[src/rtl/bs_arb_pkg.sv]
// Shared types and helpers for the bus arbiter/router.
package bs_arb_pkg;

   typedef enum logic [1:0] {
      IDLE    = 2'd0,
      POP     = 2'd1,
      ROUTE   = 2'd2,
      DELIVER = 2'd3
   } state_t;

   localparam int DEF_ID_W = 8;

   // Header IDs are zero-extended to 32 bits so one helper serves every ID_W.
   function automatic logic is_broadcast(input logic [31:0] id, input logic [31:0] bc_id);
      return (id == bc_id);
   endfunction

endpackage

[src/rtl/bs_rr_arbiter_bp_rr_arbiter.sv]
// Combinational requester selection: round-robin from a pointer, or fixed
// priority where the lowest index wins.
module rr_arbiter #(
   parameter int N     = 4,
   parameter int IDX_W = (N > 1) ? $clog2(N) : 1
) (
   input  logic [N-1:0]     i_req,
   input  logic [IDX_W-1:0] i_ptr,
   input  logic             i_mode,
   output logic [IDX_W-1:0] o_gnt_idx,
   output logic             o_gnt_valid
);

   // scan candidates in priority order and keep the first requester found
   always_comb begin : p_pick
      logic             w_found;
      logic [IDX_W-1:0] w_sel;
      w_found     = 1'b0;
      w_sel       = '0;
      o_gnt_idx   = '0;
      o_gnt_valid = |i_req;
      for (int k = 0; k < N; k++) begin
         w_sel = i_mode ? IDX_W'(k) : IDX_W'((int'(i_ptr) + k) % N);
         if (!w_found && i_req[w_sel]) begin
            w_found   = 1'b1;
            o_gnt_idx = w_sel;
         end
      end
   end

endmodule

[src/rtl/bs_rr_arbiter_bp.sv]
// Single-bus arbiter/router. It pops one packet from a source FIFO, decodes
// the header ID, and then pushes to one destination (unicast), pushes to all
// others (broadcast), or drops the packet. Delivery waits on destination
// full; undeliverable packets go to a saturating drop counter.
//
// state   | meaning
// --------+---------------------------------------------------------------
// IDLE    | no packet in flight; arbitrate among pending sources
// POP     | pop strobe high for the winner; capture head data and source
// ROUTE   | decode header; drop, or push straight away if targets are free
// DELIVER | hold the packet until every target is not full, then push once
//
// Full is sampled at the clock edge that launches push. As a result, push is
// high in the cycle after the targets were seen free.
module bs_rr_arbiter_bp
   import bs_arb_pkg::*;
#(
   parameter int              drvrs     = 4,
   parameter int              pckg_sz   = 16,
   parameter int              ID_W      = DEF_ID_W,
   parameter logic [ID_W-1:0] broadcast = {ID_W{1'b1}},
   parameter int              CNT_W     = 16
) (
   input  logic                       clk,
   input  logic                       reset,
   input  logic [drvrs-1:0]           pndng,
   input  logic [drvrs*pckg_sz-1:0]   d_pop,
   output logic [drvrs-1:0]           pop,
   input  logic [drvrs-1:0]           full,
   output logic [drvrs-1:0]           push,
   output logic [pckg_sz-1:0]         d_push,
   input  logic                       mode,
   output logic                       busy,
   output logic [CNT_W-1:0]           drop_cnt
);

   localparam int               IDX_W = $clog2(drvrs);
   localparam logic [drvrs-1:0] ONE   = drvrs'(1);

   state_t             r_state;
   state_t             w_state_nxt;
   logic [IDX_W-1:0]   r_ptr;
   logic [IDX_W-1:0]   r_win;
   logic [IDX_W-1:0]   r_src_q;
   logic [IDX_W-1:0]   w_gnt_idx;
   logic               w_gnt_valid;
   logic [pckg_sz-1:0] r_pkt_q;
   logic [pckg_sz-1:0] r_d_push;
   logic [drvrs-1:0]   r_tgt;
   logic [drvrs-1:0]   r_pop;
   logic [drvrs-1:0]   r_push;
   logic [drvrs-1:0]   w_pop_nxt;
   logic [drvrs-1:0]   w_push_nxt;
   logic [drvrs-1:0]   w_tgt_dec;
   logic [ID_W-1:0]    w_id;
   logic               w_drop;
   logic [CNT_W-1:0]   r_drop_cnt;
   logic               r_busy;

   rr_arbiter #(.N(drvrs), .IDX_W(IDX_W)) u_rr (
      .i_req       (pndng),
      .i_ptr       (r_ptr),
      .i_mode      (mode),
      .o_gnt_idx   (w_gnt_idx),
      .o_gnt_valid (w_gnt_valid)
   );

   assign w_id = r_pkt_q[pckg_sz-1 -: ID_W];

   // header decode: broadcast excludes the source; unicast must be in range and not self
   always_comb begin
      w_tgt_dec = '0;
      if (is_broadcast(32'(w_id), 32'(broadcast))) begin
         w_tgt_dec = ~(ONE << r_src_q);
      end else if ((32'(w_id) < 32'(drvrs)) && (32'(w_id) != 32'(r_src_q))) begin
         w_tgt_dec = ONE << w_id;
      end
      w_drop = (w_tgt_dec == '0);
   end

   // state register
   always_ff @(posedge clk or posedge reset) begin
      if (reset) r_state <= IDLE;
      else       r_state <= w_state_nxt;
   end

   // next-state logic
   always_comb begin
      w_state_nxt = r_state;
      case (r_state)
         IDLE:    if (w_gnt_valid) w_state_nxt = POP;
         POP:     w_state_nxt = ROUTE;
         ROUTE:   w_state_nxt = w_drop ? IDLE : DELIVER;
         DELIVER: if (|r_push) w_state_nxt = IDLE;
         default: w_state_nxt = IDLE;
      endcase
   end

   // next values of the strobe outputs
   always_comb begin
      w_pop_nxt  = '0;
      w_push_nxt = '0;
      case (r_state)
         IDLE:    if (w_gnt_valid) w_pop_nxt = ONE << w_gnt_idx;
         ROUTE:   if (!w_drop && ((w_tgt_dec & full) == '0)) w_push_nxt = w_tgt_dec;
         DELIVER: if ((r_push == '0) && ((r_tgt & full) == '0)) w_push_nxt = r_tgt;
         default: ;
      endcase
   end

   // registered outputs, packet/source/target capture, RR pointer and drop counter
   always_ff @(posedge clk or posedge reset) begin
      if (reset) begin
         r_pop      <= '0;
         r_push     <= '0;
         r_d_push   <= '0;
         r_busy     <= 1'b0;
         r_drop_cnt <= '0;
         r_ptr      <= '0;
         r_win      <= '0;
         r_src_q    <= '0;
         r_pkt_q    <= '0;
         r_tgt      <= '0;
      end else begin
         r_pop  <= w_pop_nxt;
         r_push <= w_push_nxt;
         r_busy <= (w_state_nxt != IDLE);
         if (w_push_nxt != '0) r_d_push <= r_pkt_q;
         case (r_state)
            IDLE: if (w_gnt_valid) r_win <= w_gnt_idx;
            POP: begin
               r_pkt_q <= d_pop[int'(r_win)*pckg_sz +: pckg_sz];
               r_src_q <= r_win;
               r_ptr   <= (r_win == IDX_W'(drvrs-1)) ? '0 : r_win + 1'b1;
            end
            ROUTE: begin
               if (w_drop) begin
                  if (r_drop_cnt != '1) r_drop_cnt <= r_drop_cnt + 1'b1;
               end else begin
                  r_tgt <= w_tgt_dec;
               end
            end
            default: ;
         endcase
      end
   end

   assign pop      = r_pop;
   assign push     = r_push;
   assign d_push   = r_d_push;
   assign busy     = r_busy;
   assign drop_cnt = r_drop_cnt;

endmodule

[config.mk]
export PLATFORM = sky130hd
export DESIGN_NAME = bs_rr_arbiter_bp
export DESIGN_NICKNAME = d
export VERILOG_FILES = /design/src/rtl/bs_arb_pkg.sv /design/src/rtl/bs_rr_arbiter_bp_rr_arbiter.sv /design/src/rtl/bs_rr_arbiter_bp.sv
export SDC_FILE = /design/constraint.sdc
export NUM_CORES = 1
export LEC_CHECK = 0
export BUFFER_PORTS_ARGS = -buffer_cell sky130_fd_sc_hd__buf_4
export CAP_MARGIN = 10
export CORE_AREA = 2 2 107 78
export DETAILED_ROUTE_END_ITERATION = 8
export DIE_AREA = 0 0 109 80
export GPL_TIMING_DRIVEN = 1
export PLACE_DENSITY_LB_ADDON = 0.25
export SETUP_SLACK_MARGIN = 0.2
export SLEW_MARGIN = 10
export SYNTH_ARGS = -nofsm -noshare
export SYNTH_HDL_FRONTEND = slang
export SYNTH_HIERARCHICAL = 1
export SYNTH_SLANG_ARGS = --single-unit
[constraint.sdc]
create_clock -name clk -period 3.5 [get_ports clk]
set_input_delay 0 -clock clk [delete_from_list [all_inputs] [get_ports clk]]
set_output_delay 0 -clock clk [all_outputs]
set_load 0.02 [all_outputs]
==> qor.yml <==
run_status:
  status: "finished clean"
worst_setup_path:
  r2r_start: "r_pkt_q[10]"
  crit_type: "reg2reg"
  setup.worst_path.end_class: "register"
  critical_path_required_ns: 3.73
  crit_end: "d_push[0]"
  r2r-end: "d_push[0]"
  rrSetupSlack_ns: 0.54
  ff2ff_path_depth: 6
  critPathArrivalTime_ns: 3.19
  cp_max_fo: 9
  crit_path_start: "r_pkt_q[10]"
  startpoint_type: "register"
synthesis:
  async_reset_ff_share_pct: 100.0
  synth_area_leaders: "dfrtp_1 46%, mux4_2 9.7%, mux2_2 8.8%, mux2_4 4.0%, nand2_1 2.5%"
  synth.avg_cell_area_um2: 12.12
  synth_largest_area_cell: "dfrtp_1"
  yosys_warnings: 6
  ys_types: 58
  synth_cells: 307
  synth_top_area_share_pct: 46.42
  synth-seq-cells: 69
  synth_ff_type: "dfrtp_1"
  synth_edf_count: 0
  synth-seq-area-share_pct: 46.42
  syn_nets: 384
  syn_area_um2: 3720
clock_network:
  clock_latency_ns: 0.34
  clockBufferDepth: 2
  numClockSinks: 69
  h-tree-depth: 3
  cts_made_buffers: 9
  cts_tree: "done"
  post_cts_buffers: 0
  path_clk_slew_ns: 0.07
  root_buffer: "clkbuf_8"
power_and_ir_drop:
  power_density_nw_per_um2: 733.1
  p_leak_nw: 2.340
  vdd_drop_max_v: 0.0003973
die:
  dieArea_um2: 8720
  fp-row-count: 27
  start_util_pct: 48.51
  fp.dieH_um: 80
  core_um2: 7669
  io_pins: 116
  die_x_um: 109
detailed_routing:
  wire_per_inst_um: 16.30
  ant_nets: 0
  drc: 0
  via_per_inst: 5.610
  vias: 2951
  drt-total-wl_mm: 8.572
  dr.first_iter.drc_count: 181
  dr.pass1.iters: 5
cells_and_area:
  final_layout_size_suffix_gt1_share_pct: 47.29
  final_cells: 526
  nets: 497
  areaGrowthSynthToFinish_pct: 31.69
  mostFrequentLayoutCell: "buf_4"
  final_cell_mix: "119 x buf_4, 69 x dfrtp_1, 29 x mux2_2"
  fill_cells: 594
  n_antenna_cell: 0
sta:
  grt_setup_unrepaired: "no"
  timing.hold.ws_ns: 0.1019
  max_freq_ghz: 0.3380
  finalMaxSlewViolations: 0
  setup_violations: 0
  period_needed_ns: 2.959
  finalCritPeriodShare_pct: 84.54
  tns_ns: 0
  finalHoldViolations: 0
  worst_slew_pin_slew_ns: 1.105
  skew_ns: 0.006917
  maxSlewHeadroom_pct: 26.01
min_path:
  hold_start: "d_pop[3]"
  hold_path_class: "in2reg"
  worstHoldPathCells: 3
flow_run:
  maxCapViolations: 0
global_routing:
  grt_pass1_wl_mm: 14.11
  antenna_found_initial: 0
  groute.usage.overall_pct: 21.15
  grt_max_degree: 40
  grt_pass1_vias: 2964
  grt_overflow: 0
placement:
  io_buffers: 115
  dpl.cell_count: 509
  hpwl_mm: 6.492
  routabilityCongestion: 0.9149
power by group:
group | internal [mW] | switching, mW
Combinational | 0.784 | 0.612
Clock | 0.491 | 0.298
Sequential | 1.06 | 0.344
logic make-up after synthesis:
kind of cell / synth area share, %
AOI/OAI and AO/OA: 8.746
xor gates and xnor gates: 4.003
adders and majority gates: 0.6726
buffers and inverters: 3.431
DFF: 46.42
muxes: 23.58
and+or+nand+nor: 13.15
routing by layer:
layer  part of all wire, %  vias to the layer above  routed length, um  GRT usage (%)
li1                      -                     1370                  -              -
met1                    43                     1442               3675          28.43
met2                    47                      128               4025          32.48
met3                   8.9                       11                762          6.857
met4                   1.3                        0                108          6.795
met5                     0                        -                  0              0
registers in the layout, summed over array words and instances, names as in the netlist:
register  cells
d_push       16
drop_cnt     16
r_pkt_q      16
pop           4
push          4
r_tgt         4
r_ptr         2
r_src_q       2
r_state       2
r_win         2
busy          1
how the worst min path moves through the flow:
stage,slack (ns),to
6_report,0.10,r_pkt_q[3]
5_1_grt,0.11,r_pkt_q[2]
4_1_cts,0.09,r_pkt_q[3]
3_5_place_dp,0.20,r_pkt_q[3]
3_3_place_gp,0.20,r_pkt_q[3]
2_1_floorplan,0.30,busy
worst max-delay path: stages (launching register included):
cell and delay, ns:
dfrtp_1 0.41, nor4_1 0.60, o211ai_1 0.33, a211o_1 0.49, o41ai_4 0.41, buf_4 0.25
mux2_2 0.35
what timing repair did:
item,CTS,global route
endpoints found under the hold margin,38,0
hold buffers,1,0
resized for setup,0,0
cell type report:
class                   instances  area [um^2]  share of cell area [%]
clock buffers                  10        137.6                   2.810
multi-input cells             213         1868                   38.14
flip-flops and latches         69         1727                   35.25
clock inverters                 6        110.1                   2.248
inverters                       7        26.28                  0.5364
well taps                     101        126.4                   2.580
repair buffers                120        903.4                   18.44
per-stage QoR:
| step | setup slack [ns] | area [um^2] | util (%) | total power [mW] |
|---|---|---|---|---|
| finish | 0.5410 | 4898 | 63.88 | 3.591 |
| global route | 0.4818 | 4898 | 63.88 | 3.823 |
| CTS | 0.5998 | 4898 | 63.88 | 3.621 |
| detailed placement | 0.6179 | 4641 | 60.52 | 2.819 |
| global placement | 0.7188 | 4641 | 60.52 | 2.781 |
| floorplan | 0.8122 | 3720 | - | 2.366 |
cell usage after synthesis, types with 3 or more instances:
master     n
o21ai_0    5
mux2i_1    4
or3_1      3
nand3_1   11
a22o_1     3
dfrtp_1   69
inv_1      6
nand2b_1   3
and3_1    10
buf_2      3
clkbuf_1  10
nand4_1    7
a22oi_1    4
xnor2_1   10
mux4_2    16
nor4_1     4
mux2_4    10
nor2_1    12
xor2_1     7
mux2_2    29
buf_6      4
a21oi_1    8
nand2_1   25
nor3_1     6
No activity file was read; power rests on OpenSTA's default activity.
